--- config.mk ---
export PLATFORM = sky130hd
export DESIGN_NAME = fetch_queue_flat
export DESIGN_NICKNAME = d
export VERILOG_FILES = /design/src/rtl/fetch_queue_if.sv /design/src/rtl/fetch_queue.sv /design/src/flat_wrapper.sv
export SDC_FILE = /design/constraint.sdc
export NUM_CORES = 1
export LEC_CHECK = 0
export ABC_AREA = 0
export CORE_ASPECT_RATIO = 0.75
export CORE_MARGIN = 4
export CORE_UTILIZATION = 35
export CTS_CLUSTER_SIZE = 24
export DETAILED_ROUTE_END_ITERATION = 8
export PLACE_DENSITY_LB_ADDON = 0.12
export SLEW_MARGIN = 15
export SYNTH_ARGS = -nofsm -noshare
export SYNTH_HDL_FRONTEND = slang
export SYNTH_SLANG_ARGS = --single-unit
--- constraint.sdc ---
create_clock -name clk -period 21.4 [get_ports clk]
set_clock_uncertainty 0.1 [all_clocks]
set_input_delay 3.21 -clock clk [delete_from_list [all_inputs] [get_ports clk]]
set_output_delay 3.21 -clock clk [all_outputs]
set_load 0.01 [all_outputs]
--- src/rtl/fetch_queue_if.sv ---
// Fetch-side bus bundle: redirect input, iram request/response and decode handshake.
// The master modport is the fetch_queue side; slave is the iram/decode environment.
interface fetch_queue_if;
    logic        fetch_redirect;
    logic [31:0] fetch_raddr;
    logic        iram_valid;
    logic        iram_instr;
    logic [31:0] iram_addr;
    logic [31:0] iram_wdata;
    logic [3:0]  iram_wstrb;
    logic [31:0] iram_rdata;
    logic        iram_ready;
    logic        dec_valid;
    logic [31:0] dec_pc;
    logic [31:0] dec_instr;
    logic        dec_ready;

    modport master (
        input  fetch_redirect, fetch_raddr, iram_rdata, iram_ready, dec_ready,
        output iram_valid, iram_instr, iram_addr, iram_wdata, iram_wstrb,
        output dec_valid, dec_pc, dec_instr
    );

    modport slave (
        output fetch_redirect, fetch_raddr, iram_rdata, iram_ready, dec_ready,
        input  iram_valid, iram_instr, iram_addr, iram_wdata, iram_wstrb,
        input  dec_valid, dec_pc, dec_instr
    );
endinterface

--- src/rtl/fetch_queue.sv ---
// Instruction-fetch front end: sequential PC generation against a 1-cycle iram,
// a small {pc, instr} FIFO toward decode, and redirect flush with in-flight drop.
module fetch_queue #(
    parameter int unsigned fifo_depth = 4,
    parameter logic [31:0] reset_pc   = 32'h0000_0000
) (
    input logic           clk,
    input logic           rst,
    fetch_queue_if.master bus
);
    localparam int unsigned PTR_W = $clog2(fifo_depth);
    localparam logic [PTR_W:0] DEPTH = (PTR_W + 1)'(fifo_depth);

    logic [31:0]      pc;
    logic [31:0]      req_pc;
    logic             inflight;
    logic             stale;
    logic [PTR_W-1:0] rd_ptr;
    logic [PTR_W-1:0] wr_ptr;
    logic [PTR_W:0]   count;
    logic [31:0]      fifo_pc    [fifo_depth];
    logic [31:0]      fifo_instr [fifo_depth];

    logic             issue;
    logic             push;
    logic             pop;
    logic             head_valid;
    logic [PTR_W:0]   occupancy;

    // Occupancy counts the in-flight slot; same-cycle pops are deliberately not credited.
    always_comb begin
        occupancy  = count + {{PTR_W{1'b0}}, inflight};
        issue      = !rst && !bus.fetch_redirect && (occupancy < DEPTH);
        head_valid = (count != '0) && !bus.fetch_redirect;
        push       = bus.iram_ready && inflight && !stale;
        pop        = head_valid && bus.dec_ready;
    end

    assign bus.iram_valid = issue;
    assign bus.iram_instr = 1'b1;
    assign bus.iram_addr  = pc;
    assign bus.iram_wdata = '0;
    assign bus.iram_wstrb = '0;
    assign bus.dec_valid  = head_valid;
    assign bus.dec_pc     = fifo_pc[rd_ptr];
    assign bus.dec_instr  = fifo_instr[rd_ptr];

    always_ff @(posedge clk or posedge rst) begin
        if (rst) begin
            pc       <= reset_pc;
            req_pc   <= '0;
            inflight <= 1'b0;
            stale    <= 1'b0;
            rd_ptr   <= '0;
            wr_ptr   <= '0;
            count    <= '0;
            for (int unsigned i = 0; i < fifo_depth; i++) begin
                fifo_pc[i]    <= '0;
                fifo_instr[i] <= '0;
            end
        end else if (bus.fetch_redirect) begin
            // Flush: a response arriving now or for an older request must never reach decode.
            pc       <= bus.fetch_raddr & ~32'd3;
            inflight <= 1'b0;
            stale    <= inflight | issue;
            rd_ptr   <= '0;
            wr_ptr   <= '0;
            count    <= '0;
        end else begin
            stale <= 1'b0;
            if (issue) begin
                req_pc   <= pc;
                pc       <= pc + 32'd4;
                inflight <= 1'b1;
            end else begin
                inflight <= 1'b0;
            end
            if (push) begin
                fifo_pc[wr_ptr]    <= req_pc;
                fifo_instr[wr_ptr] <= bus.iram_rdata;
                wr_ptr             <= wr_ptr + 1'b1;
            end
            if (pop) begin
                rd_ptr <= rd_ptr + 1'b1;
            end
            if (push && !pop) begin
                count <= count + 1'b1;
            end else if (!push && pop) begin
                count <= count - 1'b1;
            end
        end
    end
endmodule

--- src/flat_wrapper.sv ---
// flat-port wrapper written by rule: the top's interface ports become plain ports
module fetch_queue_flat 
#(
    parameter int unsigned fifo_depth = 4,
    parameter logic [31:0] reset_pc   = 32'h0000_0000
)
  (clk, rst, bus_fetch_redirect, bus_fetch_raddr, bus_iram_rdata, bus_iram_ready, bus_dec_ready, bus_iram_valid, bus_iram_instr, bus_iram_addr, bus_iram_wdata, bus_iram_wstrb, bus_dec_valid, bus_dec_pc, bus_dec_instr);
  fetch_queue_if bus_i ();
  input logic clk;
  input logic rst;
  input wire logic [$bits(bus_i.fetch_redirect)-1:0] bus_fetch_redirect;
  input wire logic [$bits(bus_i.fetch_raddr)-1:0] bus_fetch_raddr;
  input wire logic [$bits(bus_i.iram_rdata)-1:0] bus_iram_rdata;
  input wire logic [$bits(bus_i.iram_ready)-1:0] bus_iram_ready;
  input wire logic [$bits(bus_i.dec_ready)-1:0] bus_dec_ready;
  output wire logic [$bits(bus_i.iram_valid)-1:0] bus_iram_valid;
  output wire logic [$bits(bus_i.iram_instr)-1:0] bus_iram_instr;
  output wire logic [$bits(bus_i.iram_addr)-1:0] bus_iram_addr;
  output wire logic [$bits(bus_i.iram_wdata)-1:0] bus_iram_wdata;
  output wire logic [$bits(bus_i.iram_wstrb)-1:0] bus_iram_wstrb;
  output wire logic [$bits(bus_i.dec_valid)-1:0] bus_dec_valid;
  output wire logic [$bits(bus_i.dec_pc)-1:0] bus_dec_pc;
  output wire logic [$bits(bus_i.dec_instr)-1:0] bus_dec_instr;
  assign bus_i.fetch_redirect = bus_fetch_redirect;
  assign bus_i.fetch_raddr = bus_fetch_raddr;
  assign bus_i.iram_rdata = bus_iram_rdata;
  assign bus_i.iram_ready = bus_iram_ready;
  assign bus_i.dec_ready = bus_dec_ready;
  assign bus_iram_valid = bus_i.iram_valid;
  assign bus_iram_instr = bus_i.iram_instr;
  assign bus_iram_addr = bus_i.iram_addr;
  assign bus_iram_wdata = bus_i.iram_wdata;
  assign bus_iram_wstrb = bus_i.iram_wstrb;
  assign bus_dec_valid = bus_i.dec_valid;
  assign bus_dec_pc = bus_i.dec_pc;
  assign bus_dec_instr = bus_i.dec_instr;
  fetch_queue #(.fifo_depth(fifo_depth), .reset_pc(reset_pc)) u_core (.clk(clk), .rst(rst), .bus(bus_i));
endmodule
; ---- Yosys cells after proc, flatten, opt, wreduce, memory -nomap -nowiden
; Index checks and enable logic that the tools add are counted.
[word_totals]
reg_bits = 329
[classes]
addsub = 6
n_lt_le_gt_ge = 4
mux = 22
n_bitwise = 4
n_reduce_logical = 21
[ops]
columns = op, n
row1 = bitwise mux 128 bit, 2
row2 = two-way mux 32 bit, 7
row3 = binary-select mux 32 bit (select 2 bit), 2
row4 = demux 32 bit (select 2 bit), 1
row5 = "adder 32 x 3 -> 32 bit, second input constant", 1
row6 = logical AND 1 bit, 9
row7 = two-way mux 3 bit, 3
row8 = two-way mux 2 bit, 4
row9 = "greater-or-equal comparator 3 bit, second input constant", 2
row10 = NOT 2 -> 3 bit, 2
row11 = nonzero test 2 bit, 3
row12 = nonzero test 3 bit, 2
row13 = logical NOT 1 bit, 5
row14 = "adder 2 x 1 -> 2 bit, second input constant", 2
row15 = AND reduction 2 bit, 2
row16 = adder 3 x 1 -> 3 bit, 1
row17 = "adder 3 x 1 -> 3 bit, second input constant", 1
row18 = "< comparator 3 x 1 -> 1 bit, second input constant", 1
row19 = "< comparator 3 bit, second input constant", 1
row20 = two-way mux 1 bit, 3
row21 = "subtractor 3 x 1 -> 3 bit, second input constant", 1
row22 = NOT 1 bit, 1
row23 = bitwise OR 1 bit, 1

; ---- Depth between registers and ports, before layout
[logic_depth]
ltp_word = 7
mapped_depth = 9
mapped_depth_nobuf = 8

; ---- Least setup slack after synthesis
; Ideal clock, no wire load.
[synth_path]
path_kind = input -> output
startpoint = in rst
endpoint = out bus_iram_valid
arrival_ns = 3.945
required_time_ns = 18.090
setup_slack_ns = 14.145
cell_stages = 4
cell_sequence = nor2b_1 -> mux2i_1 -> nor2_1 -> buf_2
[synth_between]
elab_chain_cells = 3
[synth_rtl]
columns = element, line_no
row1 = "start, declared", flat_wrapper.sv:10  ; input logic rst;
row2 = logical NOT 1 bit, fetch_queue.sv:33  ; issue = !rst && !bus.fetch_redirect && (occupancy < DEPTH);
row3 = logical AND 1 bit (2 in a row), fetch_queue.sv:33
row4 = "end, declared", flat_wrapper.sv:16  ; output wire logic [$bits(bus_i.iram_valid)-1:0] bus_iram_valid;
; Every way passes these cells.

; ---- Final worst setup path
; Ends and elaborated chain as after synthesis.

==> metrics.yaml <==
global_route:
  antenna_found_initial: 0
  grt_pass1_vias: 8954
  globalRouteOverflowTotal: 0
  grt_usage_pct: 15.4
  grt_max_degree: 139
  grt_pass1_wl_um: 53900
clocking:
  clk_path_buf_depth: 3
  cts.reportedPaths.clkPinSlew_ns: 0.06
  cts-root-buf: "clkbuf_16"
  postCtsSetupRepairBufs: 0
  cts_tree: "yes"
  cts.sinks: 317
  ctsResizeCount: 0
  cts_buffers: 34
  htree_levels: 2
  insertion_delay_ns: 0.51
  ctsHoldBuffers: 0
drt:
  finalWirelength_um: 33900
  wl_per_cell_um: 20.4
  dr.first_iter.drc_count: 427
  remaining_drc_errors: 0
  ant_nets: 0
  drt-pass1-iter-count: 4
  vias: 8334
  routed_via_density: 5.02
setup_path:
  cp.depth: 5
  crit_path_top_delay_cell: "clkdlybuf4s50_1"
  crit_buf_inv: 2
  crit_type: "in -> out"
  worstPathMaxFanout: 5
  r2r_cells: 5
  crit_family: "buffers and inverters"
  cpPeakStageDelay_ns: 0.69
  critical_path_arrival_ns: 5.04
  worstPathRequired_ns: 18.09
  startpoint_type: "input port"
  cp-end-kind: "output pin"
  cp_cell_sequence: "clkdlybuf4s50_1 -> nor2b_1 -> mux2i_1 -> nor2_4 -> clkdlybuf4s50_1"
  crit_top_cell: "clkdlybuf4s50_1"
timing:
  slew_viol_final: 0
  fin_crit_ns: 8.35
  setup_viol: 0
  max-slew-margin-rel_pct: 25.2
  hold_viol_final: 0
  fmax_mhz: 120
  fin_crit_sh_pct: 39.0
  worst_slew_pin_slew_ns: 1.12
  finalSetupTns_ns: 0
  rsz0062_at_grt: "false"
synthesis:
  ys_top_cells_by_count: "317 x dfrtp_1, 280 x mux2_2, 62 x mux4_2"
  yosys.area.top_type: "dfrtp_1"
  postSynthAreaPerCell_um2: 14.8
  synth_most_common_cell: "dfrtp_1"
  synthCells: 967
  ys_warn_count: 0
  synthArstFlopShare_pct: 100
  ys_top_cells_by_area: "dfrtp_1 55%, mux2_2 22%, mux4_2 9.7%, buf_4 2.1%, nand2_1 1.1%"
  synthesis.area_mm2: 0.0143
  synthDistinctLibCells: 45
  synth.ff_latch_count: 317
  synth_seq_area_share_pct: 55.3
  synth_edf_count: 0
  synth_ff_type: "dfrtp_1"
  netlist.area_leader.share_pct: 55.3
job:
  maxCapViolations: 0
cells_and_area:
  antenna_cells: 0
  area_delta_synth_final_pct: 21.9
  drive_gt1_share_pct: 36.8
  finalNetCount: 1193
  final_util_pct: 43.7
status:
  status: "finished clean"
floorplan:
  fp.dieH_um: 183
  die_x_um: 242
  start_util_pct: 35.9
  core_mm2: 0.0400
  dieArea_mm2: 0.0443
  rows: 63
  io_pins: 204
placed_design:
  io_buffers: 160
  dp_hpwl_um: 20600
  gp_congestion: 0.731
power_and_ir_drop:
  power_density_mw_per_mm2: 99.3
  peakVddDrop_mv: 0.0464
  p_leak_nw: 7.82
hold_path:
  hold_path_depth: 1
  min_path_type: "reg -> reg"
## per-layer routing
metal / wire length [µm] / track usage (%)
met5: 0 / 0
met4: 460 / 3.06
met3: 1430 / 3.38
met2: 15500 / 23.7
met1: 16500 / 22.6
## worst reg2reg max path, cell delays in order, from the launching register on
cell,delay [ns]
dfrtp_1,0.35
nand3b_1,0.44
nor2_1,0.71
nand2_4,0.47
buf_4,0.50
mux2_2,0.38
## kinds of logic (layout without fill, tap and decap cells)
family | Yosys count | count (layout) | synth area share, %
multiplexers | 347 | 347 | 32.1
flip-flops | 317 | 317 | 55.3
AND/OR/NAND/NOR | 127 | 127 | 4.89
buffers and inverters | 102 | 236 | 3.88
AO/OA/AOI/OAI | 38 | 38 | 1.52
XOR/XNOR | 28 | 28 | 1.71
adder cells (fa/ha/maj) | 6 | 6 | 0.576
other | 2 | 41 | 0.0524
## worst paths after layout
check	slack, ns	endpoint	from
worst max-delay path	13.05	bus_iram_valid	rst
worst min-delay path	0.40	u_core.fifo_pc[58]$_DFFE_PP0P_	u_core.fifo_pc[58]$_DFFE_PP0P_
worst max register to register	18.34	u_core.fifo_pc[44]$_DFFE_PP0P_	u_core.stale$_DFF_PP0_
worst min register to register	0.40	u_core.fifo_pc[58]$_DFFE_PP0P_	u_core.fifo_pc[58]$_DFFE_PP0P_
max in group asynchronous	15.59	u_core.fifo_instr[110]$_DFFE_PP0P_	rst
min in group asynchronous	3.40	u_core.req_pc[18]$_DFFE_PP0P_	rst
## report_power, final
group | total [mW] | leakage (nW) | internal, mW | switching (mW)
logic | 0.376 | 3.09 | 0.234 | 0.142
registers | 0.755 | 4.17 | 0.687 | 0.0680
clock network | 0.604 | 0.560 | 0.366 | 0.238
## sequential cells by signal, indices dropped and copies added, names as in the netlist
name	count
u_core.bus.iram_addr	30
u_core.count	3
u_core.fifo_instr	128
u_core.fifo_pc	120
u_core.inflight	1
u_core.rd_ptr	2
u_core.req_pc	30
u_core.stale	1
u_core.wr_ptr	2
## metrics by stage
step / instance area [µm²] / setup slack, ns / hold WS [ns] / instances / power (mW)
floorplan: 14500 / 9.32 / 0.374 / 1006 / 0.963
global placement: 16300 / 13.04 / 0.382 / 1602 / 1.15
detailed placement: 16300 / 13.04 / 0.387 / 1602 / 1.15
CTS: 17500 / 13.04 / 0.400 / 1660 / 1.77
global route: 17500 / 12.98 / 0.405 / 1660 / 1.83
finish: 17500 / 13.05 / 0.397 / 1660 / 1.73
## layout by cell type, fill, tap and decap left out, types with 2 or more instances in the layout
cell type        netlist  layout
dfrtp_1              317     315
mux2_2               280     280
clkdlybuf4s50_1        0     159
mux4_2                62      62
conb_1                 2      41
nand2_1               42      38
clkbuf_16              0      37
nor2_1                20      19
nand3_1               17      17
o21ai_1               16      16
xnor2_1               15      15
xor2_1                13      13
buf_4                 41      10
clkbuf_1              40       9
nor3_1                 8       8
clkbuf_8               0       8
nand4_1                7       7
o21ai_0                7       7
inv_1                  7       6
mux2i_1                5       5
nor4_2                 5       5
a31oi_1                5       5
ha_1                   5       5
nand2_4                0       4
and2_1                 4       4
or4_1                  4       4
and3_1                 3       3
and4_1                 3       3
o211ai_1               3       3
or3_1                  3       3
nand3b_1               2       2
a21oi_1                2       2
nor4_1                 2       2
o31ai_1                2       2
clkinv_2               0       2
bufinv_16              0       2
dfrtp_4                0       2
## cell type report
cell class / instances / area (µm²)
Timing Repair Buffer: 170 / 1670
Sequential cell: 317 / 7940
Multi-Input combinational cell: 587 / 6040
Inverter: 8 / 37.5
Clock buffer: 54 / 1070
Fill cell: 3629 / 22500
Tap cell: 520 / 651
Clock inverter: 4 / 70.1
Note: power is estimated with default switching activity, not from simulation.
